File: config.mk
export PLATFORM = sky130hd
export DESIGN_NAME = icache_dm
export DESIGN_NICKNAME = d
export VERILOG_FILES = /design/src/rtl/mips_pkg.sv /design/src/rtl/icache_refill_ctl.sv /design/src/rtl/icache_dm.sv
export SDC_FILE = /design/constraint.sdc
export NUM_CORES = 1
export LEC_CHECK = 0
export CELL_PAD_IN_SITES_DETAIL_PLACEMENT = 0
export CELL_PAD_IN_SITES_GLOBAL_PLACEMENT = 2
export CORE_ASPECT_RATIO = 2
export CORE_MARGIN = 3
export CORE_UTILIZATION = 27
export CTS_CLUSTER_DIAMETER = 150
export DETAILED_ROUTE_END_ITERATION = 8
export PLACE_DENSITY = 0.57
export RECOVER_POWER = 50
export SYNTH_ARGS = -nofsm -noshare
export SYNTH_HDL_FRONTEND = slang
export SYNTH_SLANG_ARGS = --single-unit
File: constraint.sdc
create_clock -name clk -period 20.7 [get_ports clk]
set_input_delay 6.21 -clock clk [delete_from_list [all_inputs] [get_ports clk]]
set_output_delay 6.21 -clock clk [all_outputs]
set_load 0.1 [all_outputs]
File: src/rtl/mips_pkg.sv
// Shared constants, FSM encoding and address-split width helpers for the
// instruction-side cache.
package mips_pkg;

    localparam int INST_W   = 32;
    localparam int BYTE_OFF = 2;

    typedef enum logic {
        IDLE   = 1'b0,
        REFILL = 1'b1
    } state_t;

    function automatic int off_w(input int words);
        return $clog2(words);
    endfunction

    function automatic int idx_w(input int lines);
        return $clog2(lines);
    endfunction

    function automatic int tag_w(input int lines, input int words);
        return INST_W - BYTE_OFF - $clog2(words) - $clog2(lines);
    endfunction

endpackage

File: src/rtl/icache_refill_ctl.sv
// Line-refill sequencer: IDLE/REFILL FSM, beat counter, line-address latch,
// pending-flush flag and the valid-only memory handshake.
module icache_refill_ctl
    import mips_pkg::*;
#(
    parameter int WORDS  = 4,
    parameter int LINE_W = 28
) (
    input  logic                     clk,
    input  logic                     rst,
    input  logic                     i_start,
    input  logic [LINE_W-1:0]        i_line,
    input  logic                     i_inv_all,
    input  logic                     i_mem_valid,
    output logic                     o_busy,
    output logic                     o_mem_req,
    output logic [INST_W-1:0]        o_mem_addr,
    output logic                     o_we,
    output logic                     o_last,
    output logic [off_w(WORDS)-1:0]  o_beat,
    output logic [LINE_W-1:0]        o_line,
    output logic                     o_fill_valid
);

    localparam int OFF_W = off_w(WORDS);

    state_t              r_state;
    state_t              w_next;
    logic [OFF_W-1:0]    r_beat;
    logic [LINE_W-1:0]   r_line;
    logic                r_flush_pend;

    // NOTE: clocked state uses non-blocking assignments so every register
    // samples pre-edge values, independent of statement order.
    always_ff @(posedge clk) begin
        if (rst) begin
            r_state      <= IDLE;
            r_beat       <= '0;
            r_flush_pend <= 1'b0;
        end else begin
            r_state <= w_next;
            if (i_start) begin
                r_line <= i_line;
                r_beat <= '0;
            end else if (o_we) begin
                r_beat <= r_beat + 1'b1;
            end
            if (o_last)
                r_flush_pend <= 1'b0;
            else if (r_state == REFILL && i_inv_all)
                r_flush_pend <= 1'b1;
        end
    end

    // NOTE: every output of this block gets a default first, so no path
    // through the case leaves a value unassigned and no latch is inferred.
    always_comb begin
        w_next = r_state;
        o_busy = 1'b0;
        o_we   = 1'b0;
        o_last = 1'b0;
        case (r_state)
            IDLE: begin
                if (i_start)
                    w_next = REFILL;
            end
            REFILL: begin
                o_busy = 1'b1;
                o_we   = i_mem_valid;
                if (i_mem_valid && r_beat == OFF_W'(WORDS - 1)) begin
                    o_last = 1'b1;
                    w_next = IDLE;
                end
            end
            default: w_next = IDLE;
        endcase
    end

    assign o_mem_req    = o_busy;
    assign o_mem_addr   = {r_line, r_beat, 2'b00};
    assign o_beat       = r_beat;
    assign o_line       = r_line;
    // A flush seen earlier in the refill, or on the last beat itself, leaves the line invalid.
    assign o_fill_valid = ~r_flush_pend & ~i_inv_all;

endmodule

File: src/rtl/icache_dm.sv
// Direct-mapped read-only instruction cache: register-array storage, zero-latency
// hit compare, saturating hit/miss statistics and the refill controller.
module icache_dm
    import mips_pkg::*;
#(
    parameter int LINES = 8,
    parameter int WORDS = 4,
    parameter int CNT_W = 16
) (
    input  logic              clk,
    input  logic              rst,
    input  logic [INST_W-1:0] cpu_addr,
    input  logic              cpu_req,
    output logic [INST_W-1:0] cpu_inst,
    output logic              cpu_ready,
    output logic              stall,
    input  logic              inv_all,
    output logic              mem_req,
    output logic [INST_W-1:0] mem_addr,
    input  logic              mem_valid,
    input  logic [INST_W-1:0] mem_rdata,
    output logic [CNT_W-1:0]  hit_cnt,
    output logic [CNT_W-1:0]  miss_cnt
);

    localparam int OFF_W  = off_w(WORDS);
    localparam int IDX_W  = idx_w(LINES);
    localparam int TAG_W  = tag_w(LINES, WORDS);
    localparam int LINE_W = INST_W - BYTE_OFF - OFF_W;

    logic [INST_W-1:0] r_data [LINES][WORDS];
    logic [TAG_W-1:0]  r_tag  [LINES];
    logic [LINES-1:0]  r_valid;
    logic [CNT_W-1:0]  r_hit_cnt;
    logic [CNT_W-1:0]  r_miss_cnt;

    logic [OFF_W-1:0]  w_off;
    logic [IDX_W-1:0]  w_idx;
    logic [TAG_W-1:0]  w_tag;
    logic              w_hit;
    logic              w_start;
    logic              w_busy;
    logic              w_we;
    logic              w_last;
    logic              w_fill_valid;
    logic [OFF_W-1:0]  w_beat;
    logic [LINE_W-1:0] w_line;
    logic [IDX_W-1:0]  w_fidx;
    logic [TAG_W-1:0]  w_ftag;
    logic              w_unused_bits;

    assign w_off = cpu_addr[OFF_W+BYTE_OFF-1 : BYTE_OFF];
    assign w_idx = cpu_addr[IDX_W+OFF_W+BYTE_OFF-1 : OFF_W+BYTE_OFF];
    assign w_tag = cpu_addr[INST_W-1 : IDX_W+OFF_W+BYTE_OFF];
    assign w_unused_bits = ^cpu_addr[BYTE_OFF-1:0];

    // Lookups only happen in IDLE; there is no hit-under-miss.
    assign w_hit     = cpu_req & ~w_busy & r_valid[w_idx] & (r_tag[w_idx] == w_tag);
    assign w_start   = cpu_req & ~w_busy & ~w_hit;
    assign cpu_ready = w_hit;
    assign cpu_inst  = r_data[w_idx][w_off];
    assign stall     = cpu_req & ~w_hit;

    assign w_fidx = w_line[IDX_W-1:0];
    assign w_ftag = w_line[LINE_W-1:IDX_W];

    icache_refill_ctl #(
        .WORDS  (WORDS),
        .LINE_W (LINE_W)
    ) u_refill_ctl (
        .clk          (clk),
        .rst          (rst),
        .i_start      (w_start),
        .i_line       (cpu_addr[INST_W-1:OFF_W+BYTE_OFF]),
        .i_inv_all    (inv_all),
        .i_mem_valid  (mem_valid),
        .o_busy       (w_busy),
        .o_mem_req    (mem_req),
        .o_mem_addr   (mem_addr),
        .o_we         (w_we),
        .o_last       (w_last),
        .o_beat       (w_beat),
        .o_line       (w_line),
        .o_fill_valid (w_fill_valid)
    );

    // NOTE: data and tag arrays have no reset; the valid bits alone decide
    // whether their contents are ever observed.
    always_ff @(posedge clk) begin
        if (w_we && !rst)
            r_data[w_fidx][w_beat] <= mem_rdata;
        if (w_last && !rst)
            r_tag[w_fidx] <= w_ftag;
    end

    always_ff @(posedge clk) begin
        if (rst) begin
            r_valid <= '0;
        end else begin
            if (inv_all)
                r_valid <= '0;
            if (w_last)
                r_valid[w_fidx] <= w_fill_valid;
        end
    end

    always_ff @(posedge clk) begin
        if (rst) begin
            r_hit_cnt  <= '0;
            r_miss_cnt <= '0;
        end else begin
            if (w_hit && r_hit_cnt != '1)
                r_hit_cnt <= r_hit_cnt + 1'b1;
            if (w_start && r_miss_cnt != '1)
                r_miss_cnt <= r_miss_cnt + 1'b1;
        end
    end

    assign hit_cnt  = r_hit_cnt;
    assign miss_cnt = r_miss_cnt;

endmodule

==> results.ini <==
[finish]
drive_gt1_share_pct = 26.0
nets = 2511
syn_to_final_growth_pct = 17.4

[global_routing]
overflow = 0
antenna_found_initial = 14
grt_pass1_wl_um = 188000
grt_max_degree = 104
grt_use_total_pct = 13.9
grt_pass1_vias = 25304

[route]
met1_length_um = 51100
routed_via_density = 4.65
top_layer = met5
dr.first_iter.drc_count = 1813
drc = 0
met2_length_um = 72900
drt-pass1-iter-count = 7
routedWlPerCell_um = 26.7
wirelength_um = 134000
drtAntennaViolNets = 0
wl_met3_um = 6210
vias = 23278

[power]
pwr-share-seq_pct = 53.6
switching_power_w = 0.00122
ir_drop_uv = 66.1
pwr-share-clk_pct = 40.2
power_density_mw_per_mm2 = 91.6
p_int_w = 0.00416
p_leak_nw = 17.9
sw_frac_of_total_pct = 22.7
comb_power_share_pct = 6.2

[synth]
yosys_warnings = 0
synth_edf_count = 1252
synth_area_mm2 = 0.0500
yosys_most_used_dff = edfxtp_1
ys_seq_elements = 1296
syn_area_per_cell_um2 = 22.6
postSynthCellCount = 2209
postSynth.asyncResetShare_pct = 0
yosysUniqueCellTypes = 57
synth-seq-area-share_pct = 76.9

[place]
preCtsSetupSlack_ns = 3.34
numPortBuffers = 163
place_hpwl_um = 69800
place_congestion = 0.719

[setup_path]
path_buf_inv = 4
crit_required_ns = 14.49
slowest_stage = clkdlybuf4s50_1
cpPeakStageDelay_ns = 0.99
critical_path.cell_chain = buf_8 -> buf_4 -> buf_4 -> mux4_2 -> mux4_2 -> mux2_2 -> clkdlybuf4s50_1
setup.worst_path.class = in2out
start_kind = input port
crit_family = buffers and inverters
cp.arrival_ns = 11.01
path_max_fanout = 73
crit_path_end_kind = output port

[clock_tree]
clk_latency_ns = 0.73
clockRootBuffer = clkbuf_16
cts_hold_buf = 0
post_cts_buffers = 0
max-clock-path-buffers = 3
clkTransAtPathRegs_ns = 0.06
cts_resized = 0
h-tree-depth = 3
cts_sinks = 1296
numCtsBuffers = 115
cts_tree = yes

[floorplan]
start_util_pct = 27.2
die_y_um = 615
die_area_mm2 = 0.191
coreArea_mm2 = 0.184
placementRows = 222
die_x_um = 310
io_pins = 168

[sta]
maxSlewHeadroom_pct = -147
worst_slew_pin_slew_ns = 3.71
setup_violations = 0
max_freq_ghz = 0.0581
fin_crit_ns = 17.22
rsz0062_at_grt = no
setup_tns_ns = 0
drv_slew = 279
fin_skew_ns = 0.0331
whs_ns = 0.497
fin_crit_sh_pct = 83.2
report.final.hold_viol_count = 0
setup_slack_ns = 3.48

[min_path]
min_path_type = reg2reg

[job]
maxCapViolations = 9

[outcome]
violations = max-capacitance violations, max-slew violations
status = complete, but fails checks

-- per-layer routing --
layer	vias up	track usage, %
li1	9789	-
met5	-	0
met3	171	2.39
met1	12733	16.2
met2	583	26.0
met4	2	3.94
-- final timing paths --
check / slack [ns] / depth (start not counted) / to / startpoint
setup reg to reg: 16.01 / 5 / r_data[6][45] / u_refill_ctl.r_state
setup / recovery: 3.48 / 7 / cpu_inst[8] / cpu_addr[5]
hold / removal: 0.50 / 2 / r_valid[6] / r_valid[6]
hold reg to reg: 0.50 / 2 / r_valid[6] / r_valid[6]
-- cell families after synthesis --
| family | after synthesis | synth area share (%) |
|---|---|---|
| adder cells (fa/ha/maj) | 6 | 0.150 |
| AO/OA/AOI/OAI | 72 | 0.996 |
| flip-flops | 1296 | 76.9 |
| AND/OR/NAND/NOR | 234 | 2.38 |
| buffers and inverters | 116 | 0.993 |
| multiplexers | 466 | 18.2 |
| XOR/XNOR | 18 | 0.315 |
| other | 1 | 0.00750 |
-- power by group through the flow --
stage | registers [W] | logic (W) | clock network [W]
finish | 0.00288 | 0.000331 | 0.00216
global placement | 0.00294 | 0.000334 | 0
floorplan | 0.00296 | 0.000203 | 0
detailed placement | 0.00294 | 0.000341 | 0
CTS | 0.00288 | 0.000342 | 0.00223
global route | 0.00288 | 0.000351 | 0.00232
-- stage by stage --
step                      power (W)  instances  area [um2]  util, %
final                       0.00538       5008       58700     32.0
after global routing        0.00555       5004       58700     32.0
after CTS                   0.00545       5000       58700     32.0
after detailed placement    0.00328       4783       54900     29.9
after global placement      0.00327       4783       54900     29.9
after floorplan             0.00316       2210       50000        -
-- Yosys cell counts (9+ instances only) --
master	number	area, um2
and3_1	9	56.3
nor2b_1	25	156
buf_2	13	65.1
a22oi_1	12	90.1
mux2i_1	64	641
nor3_1	12	60.1
mux2_1	20	225
a21oi_1	19	95.1
mux4_2	350	7880
nand4_1	16	100
xor2_1	17	149
nor2_1	93	349
buf_1	42	158
mux2_2	32	360
nand3_1	18	90.1
nand2_1	17	63.8
clkbuf_1	46	173
dfxtp_1	44	881
or3_1	11	68.8
edfxtp_1	1252	37600
-- state kept, by name, summed over array words and instances (netlist names) --
signal,count
u_refill_ctl.r_state,1
r_data,1024
r_valid,8
u_refill_ctl.r_flush_pend,1
r_tag,200
hit_cnt,16
u_refill_ctl.o_line,28
u_refill_ctl.o_beat,2
miss_cnt,16
-- cell usage in the layout (no fill, tap or decap), types with 20 or more instances in the layout --
| cell type | synthesis | final |
|---|---|---|
| dlygate4sd3_1 | 0 | 58 |
| mux4_2 | 350 | 350 |
| clkdlybuf4s50_1 | 0 | 99 |
| nor2b_1 | 25 | 25 |
| clkbuf_1 | 46 | 27 |
| mux2_1 | 20 | 20 |
| clkinv_2 | 0 | 30 |
| buf_4 | 6 | 47 |
| mux2i_1 | 64 | 64 |
| mux2_2 | 32 | 32 |
| nor2_1 | 93 | 54 |
| nor2_4 | 0 | 31 |
| clkbuf_16 | 0 | 115 |
| edfxtp_1 | 1252 | 1252 |
| dfxtp_1 | 44 | 44 |
-- cell type report --
class	instances	area [um2]
well taps	2464	3080
inverters	6	22.5
multi-input cells	798	11300
clock inverters	83	821
repair buffers	219	2030
fillers	17382	125000
diodes	8	20.0
clock buffers	134	2960
flip-flops and latches	1296	38500
-- tightest hold or removal path: cells and delay by family (launching register included) --
| family | cells | cell delay (ns) |
|---|---|---|
| flops | 1 | 0.33 |
| compound gates | 1 | 0.06 |
| simple gates | 1 | 0.08 |
No activity file was read; power rests on OpenSTA's default activity.
